## src/rtl/dspl_scan.sv

```systemverilog
// Multiplexed seven-segment scan driver: 1..8 digits, frame-boundary loading,
// leading-zero suppression, per-digit enable/dp. Optional blink: DSPL_SCAN_BLINK_EN.
module dspl_scan #(
  parameter int NUM_DIGITS   = 8,
  parameter int REFRESH_DIV  = 50,
  parameter int BLINK_FRAMES = 64
) (
  input  logic                    clk,
  input  logic                    rst,
  input  logic                    load,
  input  logic [4*NUM_DIGITS-1:0] digits,
  input  logic [NUM_DIGITS-1:0]   dp,
  input  logic [NUM_DIGITS-1:0]   en,
  input  logic                    lz_supp,
  input  logic [NUM_DIGITS-1:0]   blink_mask,
  output logic [NUM_DIGITS-1:0]   an,
  output logic [7:0]              dec_cat,
  output logic                    load_ack,
  output logic                    frame_done
);

  localparam int TW = (REFRESH_DIV > 1) ? $clog2(REFRESH_DIV) : 1;
  localparam int IW = (NUM_DIGITS > 1) ? $clog2(NUM_DIGITS) : 1;
  localparam logic [TW-1:0] TC_LAST  = TW'(REFRESH_DIV - 1);
  localparam logic [IW-1:0] IDX_LAST = IW'(NUM_DIGITS - 1);

  logic [TW-1:0]           tc;
  logic [IW-1:0]           idx;
  logic                    tc_term;
  logic                    wrap;

  logic [4*NUM_DIGITS-1:0] sh_digits;
  logic [NUM_DIGITS-1:0]   sh_dp;
  logic [NUM_DIGITS-1:0]   sh_en;
  logic                    pending;

  logic [4*NUM_DIGITS-1:0] act_digits;
  logic [NUM_DIGITS-1:0]   act_dp;
  logic [NUM_DIGITS-1:0]   act_en;

  logic [NUM_DIGITS-1:0]   supp;
  logic [NUM_DIGITS-1:0]   blink_off;
  logic                    run;

  logic [NUM_DIGITS-1:0]   sel;
  logic [3:0]              cur_nib;
  logic                    cur_dp;
  logic                    cur_blank;

  function automatic logic [7:0] seg7(input logic [3:0] nib);
    logic [7:0] s;
    case (nib)
      4'h0: s = 8'h03;
      4'h1: s = 8'h9F;
      4'h2: s = 8'h25;
      4'h3: s = 8'h0D;
      4'h4: s = 8'h99;
      4'h5: s = 8'h49;
      4'h6: s = 8'h41;
      4'h7: s = 8'h1F;
      4'h8: s = 8'h01;
      4'h9: s = 8'h09;
      4'hA: s = 8'h11;
      4'hB: s = 8'hC1;
      4'hC: s = 8'h63;
      4'hD: s = 8'h85;
      4'hE: s = 8'h61;
      4'hF: s = 8'h71;
      default: s = 8'hFF;
    endcase
    return s;
  endfunction

  assign tc_term = (tc == TC_LAST);
  assign wrap    = tc_term && (idx == IDX_LAST);

  always_ff @(posedge clk or negedge rst) begin
    if (!rst) begin
      tc  <= '0;
      idx <= '0;
    end else if (tc_term) begin
      tc  <= '0;
      idx <= (idx == IDX_LAST) ? '0 : idx + IW'(1);
    end else begin
      tc  <= tc + TW'(1);
    end
  end

  // A load landing on the wrap edge only fills the shadow; the wrap itself
  // applies whatever shadow was already pending before that edge.
  always_ff @(posedge clk or negedge rst) begin
    if (!rst) begin
      sh_digits  <= '0;
      sh_dp      <= '0;
      sh_en      <= '0;
      pending    <= 1'b0;
      act_digits <= '0;
      act_dp     <= '0;
      act_en     <= '0;
    end else begin
      if (load) begin
        sh_digits <= digits;
        sh_dp     <= dp;
        sh_en     <= en;
      end
      if (wrap && pending) begin
        act_digits <= sh_digits;
        act_dp     <= sh_dp;
        act_en     <= sh_en;
      end
      pending <= load | (pending & ~wrap);
    end
  end

`ifdef DSPL_SCAN_BLINK_EN
  localparam int BW = (BLINK_FRAMES > 1) ? $clog2(BLINK_FRAMES) : 1;
  localparam logic [BW-1:0] BF_LAST = BW'(BLINK_FRAMES - 1);

  logic [BW-1:0] fcnt;
  logic          blink_on;

  always_ff @(posedge clk or negedge rst) begin
    if (!rst) begin
      fcnt     <= '0;
      blink_on <= 1'b1;
    end else if (wrap) begin
      if (fcnt == BF_LAST) begin
        fcnt     <= '0;
        blink_on <= ~blink_on;
      end else begin
        fcnt <= fcnt + BW'(1);
      end
    end
  end

  assign blink_off = blink_on ? '0 : blink_mask;
`else
  logic unused_blink;
  assign unused_blink = (^blink_mask) ^ (BLINK_FRAMES > 1);
  assign blink_off    = '0;
`endif

  // Disabled digits are transparent to suppression: only enabled higher digits gate it.
  always_comb begin
    run  = 1'b1;
    supp = '0;
    for (int i = NUM_DIGITS - 1; i >= 1; i--) begin
      if (act_en[i]) begin
        run = run & (act_digits[4*i +: 4] == 4'h0) & ~act_dp[i];
      end
      supp[i] = run & lz_supp;
    end
  end

  always_comb begin
    sel       = '0;
    cur_nib   = '0;
    cur_dp    = 1'b0;
    cur_blank = 1'b1;
    for (int i = 0; i < NUM_DIGITS; i++) begin
      if (idx == IW'(i)) begin
        sel[i]    = 1'b1;
        cur_nib   = act_digits[4*i +: 4];
        cur_dp    = act_dp[i];
        cur_blank = ~act_en[i] | supp[i] | blink_off[i];
      end
    end
  end

  always_ff @(posedge clk or negedge rst) begin
    if (!rst) begin
      an         <= '1;
      dec_cat    <= 8'hFF;
      load_ack   <= 1'b0;
      frame_done <= 1'b0;
    end else begin
      frame_done <= wrap;
      load_ack   <= wrap & pending;
      if (cur_blank) begin
        an      <= '1;
        dec_cat <= 8'hFF;
      end else begin
        an      <= ~sel;
        dec_cat <= seg7(cur_nib) & ~{7'b0, cur_dp};
      end
    end
  end

endmodule

```

## config.mk

```make
export PLATFORM = sky130hd
export DESIGN_NAME = dspl_scan
export DESIGN_NICKNAME = d
export VERILOG_FILES = /design/src/rtl/dspl_scan.sv
export SDC_FILE = /design/constraint.sdc
export NUM_CORES = 1
export LEC_CHECK = 0
export ABC_AREA = 1
export BUFFER_PORTS_ARGS = -buffer_cell sky130_fd_sc_hd__buf_2
export CAP_MARGIN = 20
export CORE_MARGIN = 10
export CORE_UTILIZATION = 52
export CTS_CLUSTER_SIZE = 10
export DETAILED_ROUTE_END_ITERATION = 12
export GPL_ROUTABILITY_DRIVEN = 0
export PLACE_DENSITY = 0.74
export SYNTH_ARGS = -nofsm -noshare
export SYNTH_HDL_FRONTEND = slang
export SYNTH_SLANG_ARGS = --single-unit
```

## constraint.sdc

```tcl
create_clock -name clk -period 2.4 [get_ports clk]
set_input_delay 0.24 -clock clk [delete_from_list [all_inputs] [get_ports clk]]
set_output_delay 0.24 -clock clk [all_outputs]
set_load 0.005 [all_outputs]
```

==> flow_metrics.py <==
metrics = {
    "floorplan": {
        "core-area_mm2": 0.0105,
        "die_h_um": 124,
        "ioPinCount": 78,
        "dieArea_mm2": 0.0154,
        "die_w_um": 124,
        "floorplan.initialDensity": 0.539,
        "row_count": 37,
    },
    "pwr": {
        "totalPowerFinal_mw": 4.90,
        "p_leak_nw": 3.74,
        "power_density_mw_per_mm2": 650,
        "ir_drop_v": 0.000388,
    },
    "finish": {
        "mostFrequentLayoutCell": "nand2_1",
        "area_growth_pct": 34.0,
        "drive_gt1_frac": 0.259,
        "num_antenna_cells": 0,
        "nets": 871,
        "final_cell_area_mm2": 0.00755,
        "layout_common_cells": "174 x nand2_1, 107 x dfrtp_1, 90 x o21ai_0",
        "stdcell_count": 946,
    },
    "yosys": {
        "synth_cell_type_count": 35,
        "synth_seq_area_share": 0.554,
        "netlist.area_leader.share": 0.480,
        "ys_seq_elements": 124,
        "syn_area_mm2": 0.00563,
        "synth_area_leaders": "dfrtp_1 48%, nand2_1 12%, o21ai_0 8.2%",
        "ys_warn_count": 0,
        "synth_area_per_cell_um2": 8.56,
        "synthesis.nets": 732,
        "netlist_instances": 658,
        "synth_top_area_cell": "dfrtp_1",
    },
    "clock_network": {
        "cts_sinks": 124,
        "clkTransAtPathRegs_ps": 60,
        "cts_buffers": 17,
        "clock_path_buffers": 2,
        "root_buffer": "clkbuf_8",
        "clk_latency_ps": 530,
        "cts_max_level": 4,
        "cts_tree": "built",
    },
    "setup_path": {
        "worstPathRequired_ps": 2840,
        "r2r_slack_ps": 50,
        "cp-end-kind": "register",
        "start_kind": "register",
        "path_class": "reg -> reg",
        "arrival_ps": 2790,
        "crit_fanout": 4,
    },
    "sta": {
        "period_share": 0.979,
        "setup_viol": 0,
        "period_needed_ps": 2350,
        "drv_slew": 0,
        "finClkSkew_ps": 7.17,
        "clock.fmax_ghz": 0.426,
        "rsz0062_at_grt": "yes",
        "relSlewSlack": 0.503,
        "worst_pin_slew_ps": 745,
        "hold_violations": 0,
    },
    "route": {
        "vias": 4783,
        "initialDrtViolationCount": 436,
        "via_per_inst": 5.06,
        "ant_nets": 0,
        "drt_pass1_iterations": 5,
        "wirelength_mm": 13.6,
        "drc": 0,
        "routedWlPerCell_um": 14.3,
    },
    "global_route": {
        "grt_usage": 0.179,
        "antenna_found_initial": 0,
        "grt-ovfl-total": 0,
        "grt_first_pass_wirelength_mm": 21.9,
        "grt_max_degree": 98,
        "grt_pass1_vias": 4874,
    },
    "run": {
        "max-cap-violations": 0,
    },
    "placement": {
        "post-place-cells": 859,
        "post-dp-hpwl_mm": 8.62,
        "portBuffers": 69,
        "place_area_mm2": 0.00620,
    },
    "hold_path": {
        "hold_class": "in -> reg",
    },
    "outcome": {
        "status": "finished clean",
    },
}
[report_power, final]
group / leakage (nW) / switching, mW / internal (mW) / total [mW]
Combinational: 1.90 / 0.148 / 0.122 / 0.270
Clock: 0.271 / 0.920 / 1.53 / 2.45
Sequential: 1.57 / 0.0185 / 2.17 / 2.18
[critical path, cell delays in order, from the launching register on]
cell	delay, ps
dfrtp_1	420
inv_2	130
ha_4	150
inv_2	40
nor2_4	150
nand3_2	100
nand3_2	80
o211ai_1	80
nand3_1	100
o21ai_2	70
o21bai_1	150
nand2_1	80
nand2_2	100
buf_6	120
buf_6	110
ha_4	120
nand2_2	50
nand3_2	60
nand2_2	60
inv_2	50
nand2_1	40
[final timing paths]
| path | depth (start not counted) | to | start |
|---|---|---|---|
| setup / recovery | 20 | dec_cat[3] | idx[1] |
| hold / removal | 3 | an[7] | lz_supp |
| setup reg to reg | 20 | dec_cat[3] | idx[1] |
| hold reg to reg | 2 | act_digits[11] | act_digits[11] |
| max in group asynchronous | 3 | idx[0] | rst |
| min in group asynchronous | 2 | tc[3] | rst |
[Yosys cell counts]
cell type and number:
or2_2 5, o21ai_1 16, dfrtp_1 108, buf_2 3, inv_1 84, nor4_1 1
buf_6 5, o21ai_2 1, nor2_2 1, nor3_2 1, o211ai_1 5, xor2_1 1
a21oi_4 1, o21bai_1 2, ha_1 14, clkbuf_1 17, nor2_4 1, clkinv_1 1
or2_1 2, nand2_2 6, nand2_1 185, nor3_1 1, nand3_2 1, nand3_1 33
a21oi_1 7, nand4_1 2, o21ai_0 92, nor4_4 1, dfstp_2 16, nand3b_1 1
a31oi_1 2, o31ai_1 1, inv_2 5, nand2_4 2, nor2_1 34
[timing repair]
item,4_1_cts,5_1_grt
gates resized for setup,12,52
setup endpoints to repair,7,7
endpoints found under the hold margin,133,0
setup buffers,1,5
pin swaps,0,20
hold buffers,49,0
[flip-flops by register name (all words and copies together) (netlist names)]
signal      flops
an              8
tc              6
sh_digits      32
sh_en           8
act_digits     32
load_ack        1
act_dp          8
sh_dp           8
frame_done      1
dec_cat         8
idx             3
pending         1
act_en          8
[area by class of cell]
cell class / count / area (µm²)
clock buffer: 22 / 453
inverter: 90 / 348
multi-input combinational: 419 / 2250
clock inverter: 10 / 115
tap: 136 / 170
sequential: 124 / 3120
timing repair buffer: 145 / 1090
fill: 721 / 2910
[stage by stage]
step	setup WS (ps)	hold WS [ps]	util	setup TNS, ps
3_3_place_gp	-20.9	117	0.593	-23.8
3_5_place_dp	-146	120	0.593	-527
5_1_grt	-80.9	78.8	0.721	-470
2_1_floorplan	132	-55.6	-	0
6_report	51.4	65.9	0.721	0
4_1_cts	13.7	43.3	0.698	0
[routing by layer]
layer	GRT usage	vias up	routed length, µm
li1	-	2358	-
met5	0	-	0
met1	0.219	2269	5790
met2	0.291	132	6750
met3	0.0561	24	779
met4	0.0705	0	231
[cells by family after synthesis]
| family | after synthesis | share of synthesized area |
|---|---|---|
| adder cells (fa/ha/maj) | 14 | 0.0311 |
| AND/OR/NAND/NOR | 277 | 0.210 |
| XOR/XNOR | 1 | 0.00155 |
| buffers and inverters | 115 | 0.0839 |
| AO/OA/AOI/OAI | 127 | 0.119 |
| flip-flops | 124 | 0.554 |
(Power assumes the default switching activity.)
